$ cat config.mk
export PLATFORM = sky130hd
export DESIGN_NAME = ascii_gen_ctrl
export DESIGN_NICKNAME = d
export VERILOG_FILES = /design/src/rtl/ascii_gen_pkg.sv /design/src/rtl/ascii_fifo.sv /design/src/rtl/ascii_gen_ctrl.sv
export SDC_FILE = /design/constraint.sdc
export NUM_CORES = 1
export LEC_CHECK = 0
export BUFFER_PORTS_ARGS = -buffer_cell sky130_fd_sc_hd__buf_2
export CAP_MARGIN = 10
export CORE_UTILIZATION = 63
export CTS_BUF_LIST = sky130_fd_sc_hd__clkbuf_2
export CTS_CLUSTER_SIZE = 40
export DETAILED_ROUTE_END_ITERATION = 7
export PLACE_DENSITY = 0.82
export SETUP_SLACK_MARGIN = 0.3
export SYNTH_ARGS = -nofsm -noshare
export SYNTH_HDL_FRONTEND = slang
export SYNTH_HIERARCHICAL = 1
export SYNTH_SLANG_ARGS = --single-unit
export TNS_END_PERCENT = 30
$ cat constraint.sdc
create_clock -name clk -period 3.14 [get_ports clk]
set_input_delay 0.628 -clock clk [delete_from_list [all_inputs] [get_ports clk]]
set_output_delay 0.628 -clock clk [all_outputs]
set_load 0.02 [all_outputs]
$ cat src/rtl/ascii_gen_pkg.sv
// ascii_gen_pkg
//   Shared types and constants for the ASCII generator sequencer.
//   state_t     : controller states
//   ASCII_W     : width of one generated character
//   CNT_W_DEFAULT : default width of the character count (GPIO generate_count)
//   EMPTY_HEAD  : value presented on the FIFO head while the buffer is empty
package ascii_gen_pkg;

  localparam int ASCII_W       = 8;
  localparam int CNT_W_DEFAULT = 12;

  localparam logic [ASCII_W-1:0] EMPTY_HEAD = 8'h00;

  typedef enum logic [2:0] {
    IDLE  = 3'd0,
    ISSUE = 3'd1,
    WAIT  = 3'd2,
    STALL = 3'd3,
    ABORT = 3'd4,
    DONE  = 3'd5
  } state_t;

endpackage

$ cat src/rtl/ascii_fifo.sv
// ascii_fifo
//   Synchronous first-word-fall-through FIFO with a registered head.
//   Ports:
//     clk, reset_n : clock, asynchronous active-low reset
//     push, din    : write request and data
//     pop          : read request (ignored while empty)
//     clear        : flush all entries (takes priority over push/pop)
//     dout         : head entry, EMPTY_HEAD while empty
//     empty, full  : occupancy flags
//     level        : number of stored entries
module ascii_fifo
  import ascii_gen_pkg::*;
#(
  parameter int DEPTH = 16,
  parameter int W     = ASCII_W
) (
  input  logic                   clk,
  input  logic                   reset_n,
  input  logic                   push,
  input  logic                   pop,
  input  logic                   clear,
  input  logic [W-1:0]           din,
  output logic [W-1:0]           dout,
  output logic                   empty,
  output logic                   full,
  output logic [$clog2(DEPTH):0] level
);

  localparam int AW = $clog2(DEPTH);

  logic [W-1:0]  mem_q [DEPTH];
  logic [AW:0]   wr_ptr_q, wr_ptr_d;
  logic [AW:0]   rd_ptr_q, rd_ptr_d;
  logic [W-1:0]  head_q, head_d;
  logic          do_push, do_pop;
  logic [AW-1:0] rd_next_addr;

  // Extra pointer MSB distinguishes full from empty when addresses match.
  assign level = wr_ptr_q - rd_ptr_q;
  assign empty = (wr_ptr_q == rd_ptr_q);
  assign full  = (wr_ptr_q[AW] != rd_ptr_q[AW]) && (wr_ptr_q[AW-1:0] == rd_ptr_q[AW-1:0]);

  assign do_push      = push & ~full;
  assign do_pop       = pop & ~empty;
  assign rd_next_addr = rd_ptr_q[AW-1:0] + AW'(1);

  always_comb begin
    wr_ptr_d = wr_ptr_q;
    rd_ptr_d = rd_ptr_q;
    head_d   = head_q;
    if (clear) begin
      wr_ptr_d = '0;
      rd_ptr_d = '0;
      head_d   = W'(EMPTY_HEAD);
    end else begin
      if (do_push) wr_ptr_d = wr_ptr_q + (AW+1)'(1);
      if (do_pop)  rd_ptr_d = rd_ptr_q + (AW+1)'(1);
      // The head register always mirrors the entry at the read pointer.
      // When the last stored entry is popped, a same-cycle push bypasses
      // straight to the head since it is not yet in memory.
      if (do_pop) begin
        if (level == (AW+1)'(1)) head_d = do_push ? din : W'(EMPTY_HEAD);
        else                     head_d = mem_q[rd_next_addr];
      end else if (empty && do_push) begin
        head_d = din;
      end
    end
  end

  always_ff @(posedge clk) begin
    if (do_push && !clear) mem_q[wr_ptr_q[AW-1:0]] <= din;
  end

  always_ff @(posedge clk or negedge reset_n) begin
    if (!reset_n) begin
      wr_ptr_q <= '0;
      rd_ptr_q <= '0;
      head_q   <= W'(EMPTY_HEAD);
    end else begin
      wr_ptr_q <= wr_ptr_d;
      rd_ptr_q <= rd_ptr_d;
      head_q   <= head_d;
    end
  end

  assign dout = head_q;

  // The controller keeps at most one request outstanding and stalls on full.
  push_while_full_a: assert property (@(posedge clk) disable iff (!reset_n) !(push && full));

endmodule

$ cat src/rtl/ascii_gen_ctrl.sv
// ascii_gen_ctrl
//   Sequencer between the GPIO bank and the ASCII character generator.
//   A rising edge on execute starts a run of target_count characters; each
//   character is requested with a one-cycle gen_req pulse and the reply is
//   buffered in a FWFT FIFO that software pops with a toggle acknowledge.
//   Ports:
//     clk, reset_n        : clock, asynchronous active-low reset
//     execute             : run level (rise = start, low = abort/end)
//     target_count        : characters to generate, latched at start
//     gen_req             : one-cycle request pulse to the generator
//     gen_valid, gen_data : generator response strobe and byte
//     rd_ack              : toggle acknowledge, each change pops one entry
//     generated_ascii     : FIFO head byte (00 when empty)
//     char_valid          : FIFO non-empty
//     generate_count      : characters accepted this run
//     busy, done          : run in progress / run completed
module ascii_gen_ctrl
  import ascii_gen_pkg::*;
#(
  parameter int FIFO_DEPTH = 16,
  parameter int CNT_W      = CNT_W_DEFAULT
) (
  input  logic               clk,
  input  logic               reset_n,
  input  logic               execute,
  input  logic [CNT_W-1:0]   target_count,
  output logic               gen_req,
  input  logic               gen_valid,
  input  logic [ASCII_W-1:0] gen_data,
  input  logic               rd_ack,
  output logic [ASCII_W-1:0] generated_ascii,
  output logic               char_valid,
  output logic [CNT_W-1:0]   generate_count,
  output logic               busy,
  output logic               done
);

  localparam int LVL_W = $clog2(FIFO_DEPTH) + 1;

  state_t           state_q, state_d;
  logic             execute_q, rd_ack_q;
  logic [CNT_W-1:0] target_q, target_d;
  logic [CNT_W-1:0] count_q, count_d;
  logic             gen_req_q, busy_q, done_q;

  logic             exec_rise;
  logic             pop_toggle, pop_eff;
  logic             full_after_push;
  logic             fifo_push, fifo_clear;
  logic             fifo_empty, fifo_full;
  logic [LVL_W-1:0] fifo_level;

  assign exec_rise  = execute & ~execute_q;
  // rd_ack_q follows rd_ack every cycle, so a toggle seen while empty is
  // consumed without popping and is never replayed later.
  assign pop_toggle = rd_ack ^ rd_ack_q;
  assign pop_eff    = pop_toggle & ~fifo_empty;
  // A push makes the FIFO full only if it was one short and nothing leaves.
  assign full_after_push = (fifo_level == LVL_W'(FIFO_DEPTH - 1)) && !pop_eff;

  always_comb begin
    state_d    = state_q;
    target_d   = target_q;
    count_d    = count_q;
    fifo_push  = 1'b0;
    fifo_clear = 1'b0;
    case (state_q)
      IDLE: begin
        if (exec_rise) begin
          fifo_clear = 1'b1;
          count_d    = '0;
          target_d   = target_count;
          state_d    = (target_count == '0) ? DONE : ISSUE;
        end
      end
      ISSUE: begin
        state_d = execute ? WAIT : IDLE;
      end
      WAIT: begin
        if (gen_valid) begin
          fifo_push = 1'b1;
          if (count_q != target_q) count_d = count_q + CNT_W'(1);
          if (count_d == target_q)  state_d = DONE;
          else if (!execute)        state_d = IDLE;
          else if (full_after_push) state_d = STALL;
          else                      state_d = ISSUE;
        end else if (!execute) begin
          state_d = ABORT;
        end
      end
      STALL: begin
        if (!execute)       state_d = IDLE;
        else if (!fifo_full) state_d = ISSUE;
      end
      ABORT: begin
        // The reply to the outstanding request is swallowed here.
        if (gen_valid) state_d = IDLE;
      end
      DONE: begin
        if (!execute) state_d = IDLE;
      end
      default: state_d = IDLE;
    endcase
  end

  always_ff @(posedge clk or negedge reset_n) begin
    if (!reset_n) begin
      state_q   <= IDLE;
      execute_q <= 1'b0;
      rd_ack_q  <= 1'b0;
      target_q  <= '0;
      count_q   <= '0;
      gen_req_q <= 1'b0;
      busy_q    <= 1'b0;
      done_q    <= 1'b0;
    end else begin
      state_q   <= state_d;
      execute_q <= execute;
      rd_ack_q  <= rd_ack;
      target_q  <= target_d;
      count_q   <= count_d;
      // Outputs are decoded from the next state so they line up with the
      // state register: gen_req is high for exactly the ISSUE cycle.
      gen_req_q <= (state_d == ISSUE);
      busy_q    <= (state_d == ISSUE) || (state_d == WAIT) ||
                   (state_d == STALL) || (state_d == ABORT);
      done_q    <= (state_d == DONE);
    end
  end

  ascii_fifo #(
    .DEPTH (FIFO_DEPTH),
    .W     (ASCII_W)
  ) u_fifo (
    .clk     (clk),
    .reset_n (reset_n),
    .push    (fifo_push),
    .pop     (pop_toggle),
    .clear   (fifo_clear),
    .din     (gen_data),
    .dout    (generated_ascii),
    .empty   (fifo_empty),
    .full    (fifo_full),
    .level   (fifo_level)
  );

  assign char_valid     = ~fifo_empty;
  assign gen_req        = gen_req_q;
  assign busy           = busy_q;
  assign done           = done_q;
  assign generate_count = count_q;

endmodule
# [Word level (Yosys, flattened, before mapping)]
# Memory sizes are Yosys's and may differ from the RTL's.
# Index checks and enable logic that the tools add are counted.
[totals] memories=1 out_inout_bits=24 word_cells=94 in_bits=25 reg_bits=50 mem_bits_rw=128
[classes] n_bitwise=7 n_addsub=5 eq_ne=19 n_reduce_logical=17 muxes=34
[mem_list] name="u_fifo.mem_q" words=16 width=8 rd=1 rd_clocked_by_memory_dff=0 wr=1 line="ascii_fifo.sv:31" text="logic [W-1:0] mem_q [DEPTH];"
[ops] op="2-to-1 mux 12 bit" n=5
[ops] op="2-to-1 mux 8 bit" n=5
[ops] op="2-to-1 mux 3 bit" n=9
[ops] op="case mux 12 bit (2 select lines)" n=1
[ops] op="2-to-1 mux 5 bit" n=4
[ops] op="case mux 3 bit (6 select lines)" n=1
[ops] op="adder 12 x 1 -> 12 bit (second input constant)" n=1
[ops] op="== test 12 bit" n=1
[ops] op="== test 3 x 2 -> 1 bit (second input constant)" n=4
[ops] op="== test 3 bit (second input constant)" n=4
[ops] op="logical NOT 12 bit" n=1
[ops] op="inequality test 12 bit" n=1
[ops] op="adder 5 x 1 -> 5 bit (second input constant)" n=2
[ops] op="== test 3 x 1 -> 1 bit (second input constant)" n=2
[ops] op="2-to-1 mux 1 bit" n=6
[ops] op="2-to-1 mux 2 bit" n=3
[ops] op="nonzero test 2 bit" n=3
[ops] op="== test 5 x 1 -> 1 bit (second input constant)" n=1
[ops] op="== test 5 x 4 -> 1 bit (second input constant)" n=1
[ops] op="== test 5 bit" n=1
[ops] op="subtractor 5 bit" n=1
[ops] op="adder 4 x 1 -> 4 bit (second input constant)" n=1
[ops] op="== test 4 bit" n=1
[ops] op="logical AND 1 bit" n=4
[ops] op="11 further kinds" n=19

# [Logic depth before layout (Yosys ltp)]
[logic_depth] word_depth=14 ltp_mapped=12 mapped_depth_nobuf=12

# [Modules after synthesis]
# The synthesis kept the hierarchy.
[by_module_without_submodules] module="ascii_fifo" seq_area_each_um2=4294.1 n_inst=1 area_each_um2=6028.3 cells_each=315
[by_module_without_submodules] module="ascii_gen_ctrl" seq_area_each_um2=800.8 n_inst=1 area_each_um2=1946.9 cells_each=204

# [Worst setup path before layout]
# Ideal clock, no wire load.
[synth_path] path_kind="input to register" from="in execute" to="mem u_fifo/mem_q[0][0] in the netlist's numbering (enable)" stages=7 path_buffers=1 arrival_ns=2.242 setup_time_ns=0.383 t_required_ns=2.757 setup_slack_ns=0.515 cell_sequence="nand3_1 > inv_1 > buf_2 > nor2b_1 > and2_1 > nand2_1 > nor3_1"
[synth_between] elab_chain_cells=7
[synth_lines] item="start: declaration" line="ascii_gen_ctrl.sv:25" text="input logic execute,"
[synth_lines] item="AND 1 bit" line="ascii_gen_ctrl.sv:53" text="assign exec_rise = execute & ~execute_q;"
[synth_lines] item="2-to-1 mux 1 bit" line="ascii_gen_ctrl.sv:69" text="if (exec_rise) begin"
[synth_lines] item="2-to-1 mux 1 bit" line="ascii_gen_ctrl.sv:67" text="case (state_q)"
[synth_lines] item="named net fifo_clear" line="ascii_gen_ctrl.sv:49" text="logic fifo_push, fifo_clear;"
[synth_lines] item="logical NOT 1 bit" line="ascii_fifo.sv:71" text="if (do_push && !clear) mem_q[wr_ptr_q[AW-1:0]] <= din;"
[synth_lines] item="logical AND 1 bit" line="ascii_fifo.sv:71"
[synth_lines] item="2-to-1 mux 1 bit" line="ascii_fifo.sv:71"
[synth_lines] item="2-to-1 mux 1 bit (not written as such)" line="ascii_fifo.sv:71"
[synth_lines] item="end: declaration" line="ascii_fifo.sv:31"
# The timed path passes the listed nets, and every way through them passes these cells.

# [Worst setup path after layout]
[layout_path] from="reg u_fifo.wr_ptr_q[0]" to="out char_valid"
[layout_between] elab_chain_cells=2
[layout_lines] item="start: declaration" line="ascii_fifo.sv:32" text="logic [AW:0] wr_ptr_q, wr_ptr_d;"
[layout_lines] item="start signal: assignment" line="ascii_fifo.sv:80" text="wr_ptr_q <= wr_ptr_d;"
[layout_lines] item="== test 5 bit" line="ascii_fifo.sv:40" text="assign empty = (wr_ptr_q == rd_ptr_q);"
[layout_lines] item="named net fifo_empty" line="ascii_gen_ctrl.sv:50" text="logic fifo_empty, fifo_full;"
[layout_lines] item="inverter 1 bit" line="ascii_gen_ctrl.sv:147" text="assign char_valid = ~fifo_empty;"
[layout_lines] item="end: declaration" line="ascii_gen_ctrl.sv:32" text="output logic char_valid,"
# The timed path passes the listed nets, and every way through them passes these cells.

==> results.toml <==
[layout]
area_growth_pct = 13.0
antennaDiodeCount = 0
nets = 646
stdcell_area_um2 = 9010
final_cell_count_no_fill = 789
n_fill_cell = 760
drive_gt1_share_pct = 30.1

[logic_synthesis]
synth_top_area_share_pct = 48.2
synth-seq-cells = 178
netlist_area_um2 = 7980
ys.flop_type = "edfxtp_1"
synth-async-reset-ratio_pct = 28.1
synth_edf_count = 128
ys_warn_count = 6
syn_nets = 555
ys_seq_area_share_pct = 63.9
yosys-top-cells-area = "edfxtp_1 48%, dfrtp_1 16%, mux4_2 11%"
netlist_top_cells_count = "128 x edfxtp_1, 50 x dfrtp_1, 40 x mux4_2"
ys_types = 60
yosys.area.top_type = "edfxtp_1"
synthCells = 519
avgSynthCellArea_um2 = 15.4
yosysMostFrequentCell = "edfxtp_1"

[floorplan]
pin_count = 49
die_y_um = 115
die_x_um = 115
core_area_um2 = 12200
start_util_pct = 65.6
dieArea_um2 = 13100
fp-row-count = 40

[outcome]
outcome = "complete, no violations"

[power]
p_per_area_nw_per_um2 = 727
cellLeakagePower_nw = 3.40
max-vdd-ir-drop_mv = 0.499

[route]
drc = 0
wl_um = 17900
drt-vias-per-instance = 6.40
num_vias = 5049
drtAntennaViolNets = 0
first_pass_iters = 7
drt-wirelength-per-cell_um = 22.6
drt_iter0_drc = 662

[sta]
fin_crit_sh_pct = 88.7
setup_viol = 0
hold_viol = 0
rsz0062_at_grt = "yes"
finalWorstPathRequiredPeriod_ps = 2780
tns_ps = 0
worst_slew_pin_slew_ps = 1110
slew_headroom_pct = 25.5
slew_violations = 0
fin_hold_ws_ps = 68.4
clock_skew_ps = 33.8
timing.fmax_ghz = 0.359

[clock_network]
cts-root-buf = "clkbuf_2"
cts_buffers = 17
cts_max_path_buffers = 2
path_clk_slew_ps = 250
worstSkewPairLatency_ps = 780
htreeDepth = 4
cts_sinks = 178
cts_tree = "yes"

[global_routing]
grt.total_usage_pct = 29.3
grt_pass1_wl_um = 27300
grt_pass1_vias = 4987
grt_start_max_net_pins = 51
antenna_found_initial = 0
grt_overflow = 0

[min_path]
min-delay-start = "target_count[11]"
holdCritPathClass = "in2reg"

[setup_path]
worstRegToRegCells = 11
cp-startpoint = "u_fifo/wr_ptr_q[0]"
critical_path.max_stage_delay_ps = 410
crit_top_cell = "inv_1"
critPathCaptureType = "output port"
ff2ff_setup_slack_ps = 410
crit_path_start_kind = "flip-flop"
crit_type = "reg2out"
path_cells = "inv_1 > ha_1 > nand4_1 > nor2_2 > inv_1 > buf_2"
cp.arrival_ps = 2160
slowest_stage = "dfrtp_1"
worstSetupEndpoint = "char_valid"
required_ps = 2510
crit_buf_inv = 3
critPathTopFamily = "flip-flops"
r2r_end = "busy"
rr_startpoint = "u_fifo/wr_ptr_q[0]"
path_depth = 6
cp_max_fo = 4

[place]
place.gp.congestion = 0.897
placed_area_um2 = 8530
place_hpwl_um = 11600
io_buffers = 48
place_inst = 744

[job]
drv_cap = 0
[final cells by class]
type                       count  area (um^2)  area share [%]
multi-input combinational    307         2760            30.6
tap                          168          210            2.33
clock inverter                10          209            2.32
inverter                      15         56.3           0.625
sequential                   178         5100            56.6
clock buffer                  20          100            1.11
timing repair buffer          91          583            6.47
[registers in the layout (all words and copies together) (netlist names), 3 cells and up]
| name | cells |
|---|---|
| u_fifo/mem_q | 128 |
| generate_count | 12 |
| target_q | 12 |
| u_fifo/dout | 8 |
| u_fifo/rd_ptr_q | 5 |
| u_fifo/wr_ptr_q | 5 |
| state_q | 3 |
[worst reg2reg max path: stages (launching register included)]
cell	delay, ps
dfrtp_1	440
inv_1	150
ha_1	190
inv_1	50
fa_1	410
xor2_1	230
nand4_1	130
a2111oi_2	550
nand2_1	140
and3b_1	200
nor2_1	80
a22o_1	130
[metal layers]
metal	global-route usage [%]	vias up	wire length [um]	part of all wire, %
li1	-	2209	-	-
met1	38.1	2516	6880	39
met2	47.5	265	8870	50
met3	5.72	59	1400	7.8
met4	15.3	0	709	4.0
met5	0	-	0	0
[cells in the final DEF, fill, tap and decap left out, types with 6 or more instances in the layout]
master     synthesis  final
buf_2              3     48
dfrtp_1           50     46
edfxtp_1         128    128
nand2b_1           9      9
nor2_1            33     32
a221o_1            8      8
mux4_2            40     40
buf_4              2     39
bufinv_16          0      6
nand2_1           32     32
ha_1              10      8
nand3_1           14     14
a21oi_1           16     16
nor3_1             9      9
mux2_2            13     13
o21ai_0           11     11
nand4_1            9      9
xnor2_1           17     17
and2_1            11     11
or3_1              6      6
clkbuf_2           1     20
mux2i_1            6      6
inv_1             15     14
xor2_1             8      8
[how the worst min path moves through the flow]
stage / to / slack (ps) / cells after the start
after detailed placement: target_q[9] / 530 / 1
final: target_q[11] / 70 / 2
after global placement: target_q[11] / 520 / 1
after CTS: generate_count[11] / 0.1 / 1
after global routing: target_q[4] / -10 / 2
after floorplan: busy / 330 / 0
[stage by stage]
stage	worst slack, ps	power (mW)	utilization, %
after floorplan	515	4.50	-
after global placement	438	4.97	70.1
after detailed placement	255	5.03	70.1
after CTS	210	6.47	73.0
after global routing	228	6.83	74.1
final	355	6.56	74.1
[cell families (layout without fill, tap and decap cells)]
| group | count (synthesis) | in the layout | share of synthesized area (%) |
|---|---|---|---|
| multiplexers | 59 | 59 | 13.9 |
| AND/OR/NAND/NOR | 149 | 149 | 9.84 |
| flip-flops | 178 | 178 | 63.9 |
| buffers and inverters | 34 | 136 | 2.04 |
| XOR/XNOR | 27 | 27 | 3.15 |
| adder cells (fa/ha/maj) | 11 | 11 | 1.82 |
| AO/OA/AOI/OAI | 61 | 61 | 5.38 |
[power breakdown]
group / total (mW) / internal [mW] / switching, mW
combinational: 2.35 / 1.15 / 1.20
sequential: 2.79 / 2.66 / 0.134
clock: 1.41 / 0.684 / 0.730
[what timing repair did]
action	CTS	global route
buffers inserted	1	10
hold buffers	2	1
pin swaps	0	1
hold endpoints to repair	2	46
resized for setup	3	7
cloned	0	0
endpoints found under the setup margin	2	12
No activity file was read; power rests on OpenSTA's default activity.
